<file path="config.mk">
export PLATFORM = sky130hd
export DESIGN_NAME = muldiv_unit
export DESIGN_NICKNAME = d
export VERILOG_FILES = /design/src/rtl/muldiv_unit_pkg.sv /design/src/rtl/md_sign_fix.sv /design/src/rtl/muldiv_unit.sv
export SDC_FILE = /design/constraint.sdc
export NUM_CORES = 1
export LEC_CHECK = 0
export ABC_AREA = 0
export CORE_ASPECT_RATIO = 0.8
export CORE_MARGIN = 2
export CORE_UTILIZATION = 61
export CTS_CLUSTER_SIZE = 24
export DETAILED_ROUTE_END_ITERATION = 8
export PLACE_DENSITY = 0.82
export SLEW_MARGIN = 20
export SYNTH_ARGS = -nofsm -noshare
export SYNTH_HDL_FRONTEND = slang
export SYNTH_SLANG_ARGS = --single-unit
</file>
<file path="constraint.sdc">
create_clock -name clk -period 6.2 [get_ports clk]
set_clock_uncertainty 0.2 [all_clocks]
set_input_delay 0.93 -clock clk [delete_from_list [all_inputs] [get_ports clk]]
set_output_delay 0.93 -clock clk [all_outputs]
set_load 0.05 [all_outputs]
</file>
<file path="src/rtl/muldiv_unit_pkg.sv">
// Shared opcode package: M-extension op encoding, unit FSM states and decode helpers.
package muldiv_unit_pkg;

    localparam int unsigned XLEN_DEFAULT = 32;

    typedef enum logic [2:0] {
        MdMul    = 3'd0,
        MdMulh   = 3'd1,
        MdMulhsu = 3'd2,
        MdMulhu  = 3'd3,
        MdDiv    = 3'd4,
        MdDivu   = 3'd5,
        MdRem    = 3'd6,
        MdRemu   = 3'd7
    } md_op_e;

    typedef enum logic [1:0] {
        StIdle,
        StCalc,
        StFix,
        StDone
    } md_state_e;

    function automatic logic md_is_div(md_op_e op);
        return op[2];
    endfunction

    // rs2 selects which operand is asked about: 0 = rs1 (a), 1 = rs2 (b).
    function automatic logic md_is_signed(md_op_e op, logic rs2);
        case (op)
            MdMulh, MdDiv, MdRem: return 1'b1;
            MdMulhsu:             return !rs2;
            default:              return 1'b0;
        endcase
    endfunction

endpackage

</file>
<file path="src/rtl/md_sign_fix.sv">
// Combinational conditional two's-complement negate; doubles as abs() when neg = sign bit.
module md_sign_fix #(
    parameter int unsigned W = 32
) (
    input  logic [W-1:0] value,
    input  logic         neg,
    output logic [W-1:0] result
);

    assign result = neg ? (~value + W'(1)) : value;

endmodule

</file>
<file path="src/rtl/muldiv_unit.sv">
// Iterative RV32M/RV64M multiply/divide unit, one result bit per cycle, valid/ready on both sides.
module muldiv_unit
    import muldiv_unit_pkg::*;
#(
    parameter int unsigned XLEN  = XLEN_DEFAULT,
    parameter int unsigned TAG_W = 5
) (
    input  logic             clk,
    input  logic             rst_n,
    input  logic             flush,
    input  logic             in_valid,
    output logic             in_ready,
    input  logic [2:0]       in_op,
    input  logic [XLEN-1:0]  in_a,
    input  logic [XLEN-1:0]  in_b,
    input  logic [TAG_W-1:0] in_tag,
    output logic             out_valid,
    input  logic             out_ready,
    output logic [XLEN-1:0]  out_result,
    output logic [TAG_W-1:0] out_tag
);

    localparam int unsigned CNT_W = $clog2(XLEN);

    md_state_e           state_q;
    md_op_e              op_q;
    logic [CNT_W-1:0]    cnt_q;
    logic [XLEN-1:0]     opnd_q;
    logic [2*XLEN-1:0]   acc_q;
    logic                neg_res_q;
    logic                neg_rem_q;

    md_op_e              op_in;
    logic                a_neg, b_neg;
    logic [XLEN-1:0]     a_mag, b_mag;
    logic                div_zero, div_ovf;
    logic [XLEN-1:0]     special_res;
    logic [XLEN:0]       mul_sum;
    logic [2*XLEN-1:0]   mul_next;
    logic [XLEN:0]       div_trial;
    logic [2*XLEN-1:0]   div_next;
    logic [2*XLEN-1:0]   prod_fix;
    logic [XLEN-1:0]     div_sel, div_fix;
    logic                div_neg;
    logic [XLEN-1:0]     fix_result;

    assign op_in = md_op_e'(in_op);
    assign a_neg = md_is_signed(op_in, 1'b0) & in_a[XLEN-1];
    assign b_neg = md_is_signed(op_in, 1'b1) & in_b[XLEN-1];

    md_sign_fix #(.W(XLEN)) u_abs_a (
        .value  (in_a),
        .neg    (a_neg),
        .result (a_mag)
    );

    md_sign_fix #(.W(XLEN)) u_abs_b (
        .value  (in_b),
        .neg    (b_neg),
        .result (b_mag)
    );

    assign in_ready  = (state_q == StIdle) && !flush;
    assign out_valid = (state_q == StDone);

    assign div_zero = md_is_div(op_in) && (in_b == '0);
    assign div_ovf  = ((op_in == MdDiv) || (op_in == MdRem)) &&
                      (in_a == {1'b1, {(XLEN-1){1'b0}}}) && (in_b == '1);

    // op[1] distinguishes REM/REMU from DIV/DIVU
    always_comb begin
        special_res = '0;
        if (div_zero) begin
            special_res = in_op[1] ? in_a : '1;
        end else if (div_ovf) begin
            special_res = in_op[1] ? '0 : in_a;
        end
    end

    // Multiply: acc = {partial sum, remaining multiplier bits}, shifted right each step.
    assign mul_sum  = {1'b0, acc_q[2*XLEN-1:XLEN]} + (acc_q[0] ? {1'b0, opnd_q} : '0);
    assign mul_next = {mul_sum, acc_q[XLEN-1:1]};

    // Divide: acc = {remainder, dividend/quotient}, shifted left each step.
    assign div_trial = acc_q[2*XLEN-1:XLEN-1] - {1'b0, opnd_q};
    assign div_next  = div_trial[XLEN] ? {acc_q[2*XLEN-2:0], 1'b0}
                                       : {div_trial[XLEN-1:0], acc_q[XLEN-2:0], 1'b1};

    md_sign_fix #(.W(2*XLEN)) u_fix_prod (
        .value  (acc_q),
        .neg    (neg_res_q),
        .result (prod_fix)
    );

    assign div_sel = op_q[1] ? acc_q[2*XLEN-1:XLEN] : acc_q[XLEN-1:0];
    assign div_neg = op_q[1] ? neg_rem_q : neg_res_q;

    md_sign_fix #(.W(XLEN)) u_fix_div (
        .value  (div_sel),
        .neg    (div_neg),
        .result (div_fix)
    );

    always_comb begin
        fix_result = div_fix;
        case (op_q)
            MdMul:                     fix_result = prod_fix[XLEN-1:0];
            MdMulh, MdMulhsu, MdMulhu: fix_result = prod_fix[2*XLEN-1:XLEN];
            default:                   fix_result = div_fix;
        endcase
    end

    always_ff @(posedge clk or negedge rst_n) begin
        if (!rst_n) begin
            state_q    <= StIdle;
            op_q       <= MdMul;
            cnt_q      <= '0;
            opnd_q     <= '0;
            acc_q      <= '0;
            neg_res_q  <= 1'b0;
            neg_rem_q  <= 1'b0;
            out_result <= '0;
            out_tag    <= '0;
        end else if (flush) begin
            state_q <= StIdle;
        end else begin
            case (state_q)
                StIdle: begin
                    if (in_valid) begin
                        op_q      <= op_in;
                        out_tag   <= in_tag;
                        neg_res_q <= a_neg ^ b_neg;
                        neg_rem_q <= a_neg;
                        if (div_zero || div_ovf) begin
                            out_result <= special_res;
                            state_q    <= StDone;
                        end else begin
                            cnt_q   <= CNT_W'(XLEN - 1);
                            opnd_q  <= md_is_div(op_in) ? b_mag : a_mag;
                            acc_q   <= {{XLEN{1'b0}}, md_is_div(op_in) ? a_mag : b_mag};
                            state_q <= StCalc;
                        end
                    end
                end
                StCalc: begin
                    acc_q <= md_is_div(op_q) ? div_next : mul_next;
                    cnt_q <= cnt_q - CNT_W'(1);
                    if (cnt_q == '0) begin
                        state_q <= StFix;
                    end
                end
                StFix: begin
                    out_result <= fix_result;
                    state_q    <= StDone;
                end
                StDone: begin
                    if (out_ready) begin
                        state_q <= StIdle;
                    end
                end
                default: state_q <= StIdle;
            endcase
        end
    end

endmodule

</file>
==> results.cfg <==
[run_status]
status = finished clean

[clock_network]
numCtsBuffers = 17
cts-root-buf = clkbuf_16
cts_resized = 0
ctsHoldBuffers = 0
cts.sinks = 145
cts_tree = yes
cts_setup_buffers = 0
max-clock-path-buffers = 2
path_clk_slew_ns = 0.07
clkLatencyLatePin_ns = 0.46
htree_levels = 4

[yosys]
async_flop_share = 1.000
synth_edf_count = 0
ys_seq_area_frac = 0.2273
avgSynthCellArea_um2 = 7.585
netlist_instances = 2105
synthFlopType = dfrtp_1
synth_area_mm2 = 0.01597
ys_ff_latch = 145
yosysWarnings = 0
synth_nets = 2259
ys_types = 87

[cells_and_area]
drive_above_1_share = 0.07671
nFillCells = 2138
nets = 2266
post-route-util = 0.6941
ff_latch_area_mm2 = 0.003631
final_cells = 2477
syn2layout_area_growth_pct = 10.87
multiInputGateArea_mm2 = 0.01139

[route]
drt_iter0_drc = 2024
drt_wl_total_um = 55440
drtPass1Iterations = 6
ant_nets = 0
post_drt_wl_per_cell_um = 22.38
drc = 0
viasPerCell = 6.726
vias = 16660

[sta]
grt_setup_unrepaired = no
hold_violations = 0
finalCritPeriodShare = 0.8195
fin_tns_setup_ns = 0
min_period_ns = 5.081
fin_ws_ns = 1.119
relSlewSlack = 0.2994
worstMarginPinSlew_ns = 1.048
fmax_ghz = 0.1968
slew_viol_final = 0
setup_viol = 0

[power]
leakagePower_nw = 7.060
ir_worst_vdd_mv = 0.5041
cellPowerDensity_mw_per_mm2 = 546.2

[placement]
port_buffers = 115
pre_cts_slack_ns = 1.001
dp_cells = 2444
gp_routability_congestion = 1.019
hpwl_um = 41800

[global_route]
antenna_found_initial = 1
grt_pass1_wl_um = 86530
grt_max_degree = 79
grt-ovfl-total = 0
first_global_vias = 15372
grt_usage = 0.4065

[die]
row_count = 52
die_w_um = 184.9
die-area_mm2 = 0.02749
die_h_um = 148.7
core_area_mm2 = 0.02550
initial_core_util = 0.6260
ioPinCount = 116

[setup_path]
worstSetupPathType = flip-flop to flip-flop
required_ns = 6.32
crit_arrival_ns = 5.20
start_kind = flip-flop
cp-end-kind = flip-flop
path_max_fanout = 9

[job]
max_cap_violations = 0

[worst_hold_path]
hold_path.class = primary input to async pin
-- cell usage in the layout, fill, tap and decap left out, types with 30 or more instances in the layout --
cell type	count
a211oi_1	40
a21oi_1	234
a22oi_1	30
clkdlybuf4s50_1	113
dfrtp_1	143
ha_1	74
inv_1	76
mux2_2	47
mux2i_1	59
nand2_1	175
nand3_1	33
nor2_1	223
nor3_1	51
o21ai_0	187
o31ai_1	47
xnor2_1	124
xor2_1	64
-- where the power goes --
group	switching [W]	internal, W	leakage (nW)
clock	0.000487	0.000605	0.289
combinational	0.00397	0.00252	4.94
sequential	0.000766	0.00131	1.83
-- critical path, stage by stage, from the launching register on --
cell and delay [ns]:
dfrtp_1 0.65, and2_1 0.20, ha_1 0.25, inv_1 0.08
fa_1 0.38, nand2b_1 0.22, a21oi_1 0.23, nor2_1 0.11
o31ai_1 0.64, a41oi_1 0.46, o311ai_0 0.76, a211oi_1 0.26
xnor2_1 0.17, o21ai_0 0.19, a22oi_1 0.13
-- cell usage after synthesis (7+ instances only) --
library cell / count / share of area
buf_1: 7 / 0.0016
a211oi_1: 40 / 0.019
mux2_2: 47 / 0.033
a31oi_1: 18 / 0.0071
a21oi_1: 234 / 0.073
or3_1: 15 / 0.0059
xor2_1: 64 / 0.035
a221oi_1: 11 / 0.0060
o221ai_1: 14 / 0.0077
o21a_1: 16 / 0.0075
nand2b_1: 16 / 0.0063
nand2_1: 175 / 0.041
nor2b_1: 9 / 0.0035
and2_1: 9 / 0.0035
nor2_1: 223 / 0.052
nand3_1: 33 / 0.010
o21ai_0: 187 / 0.059
dfrtp_1: 145 / 0.23
buf_2: 23 / 0.0072
xnor2_1: 124 / 0.068
o21bai_1: 8 / 0.0038
mux2i_1: 59 / 0.037
a21o_1: 18 / 0.0085
buf_6: 10 / 0.0071
nor3b_1: 9 / 0.0042
nor4_1: 8 / 0.0031
o31ai_1: 48 / 0.023
o211ai_1: 9 / 0.0042
inv_1: 76 / 0.018
or2_2: 9 / 0.0035
a22o_1: 7 / 0.0038
nor3_1: 53 / 0.017
ha_1: 75 / 0.059
and3_1: 9 / 0.0035
o41ai_1: 14 / 0.0077
nand4_1: 27 / 0.011
o21ai_1: 9 / 0.0028
or4_1: 7 / 0.0033
clkbuf_1: 106 / 0.025
a22oi_1: 30 / 0.014
-- cells by family after synthesis --
logic type / Yosys count / share of synthesized area
compound gates: 718 / 0.2798
simple gates: 641 / 0.1965
buf+inv: 230 / 0.06199
xor+xnor: 188 / 0.1031
flops: 145 / 0.2273
mux: 106 / 0.07014
fa+ha+maj: 77 / 0.06128
-- stage by stage --
step	cell area (um^2)	total power, W	hold WS, ns
4_1_cts	17690	0.009469	0.2551
5_1_grt	17700	0.01030	0.2939
6_report	17700	0.009669	0.2279
2_1_floorplan	15970	0.006713	0.2498
3_5_place_dp	17100	0.008345	0.2655
3_3_place_gp	17100	0.008188	0.2594
-- flip-flops by register name, summed over array words and instances (netlist names) --
name / cells
acc_q: 64
out_tag: 5
neg_rem_q: 1
neg_res_q: 1
cnt_q: 5
op_q: 3
state_q: 2
out_result: 32
opnd_q: 32
-- final cells by class --
type	instances	area share
Clock buffer	17	0.02403
Sequential cell	145	0.2051
Antenna cell	1	0.0001414
Multi-Input combinational cell	1730	0.6436
Timing Repair Buffer	142	0.07641
Inverter	76	0.01612
Clock inverter	15	0.009754
Tap cell	351	0.02481
-- worst paths after layout --
path,from,end,slack (ns),depth (start not counted)
max in group asynchronous,rst_n,acc_q[45]$_DFFE_PN0P_,4.34,2
worst min register to register,out_result[8]$_DFFE_PN0P_,out_result[8]$_DFFE_PN0P_,0.28,2
worst min-delay path,rst_n,out_tag[1]$_DFFE_PN0P_,0.23,1
worst max register to register,acc_q[0]$_DFFE_PN0P_,acc_q[59]$_DFFE_PN0P_,1.12,14
min in group clk,out_result[8]$_DFFE_PN0P_,out_result[8]$_DFFE_PN0P_,0.28,2
worst max-delay path,acc_q[0]$_DFFE_PN0P_,acc_q[59]$_DFFE_PN0P_,1.12,14
-- per-layer routing --
metal | wire length (um) | global-route usage | vias up
met5 | 0 | 0 | -
met2 | 23590 | 0.5978 | 1014
met4 | 2784 | 0.2008 | 0
met1 | 22980 | 0.5586 | 7827
li1 | - | - | 7664
met3 | 6076 | 0.09770 | 155
Power figures use the tool's default switching activity.
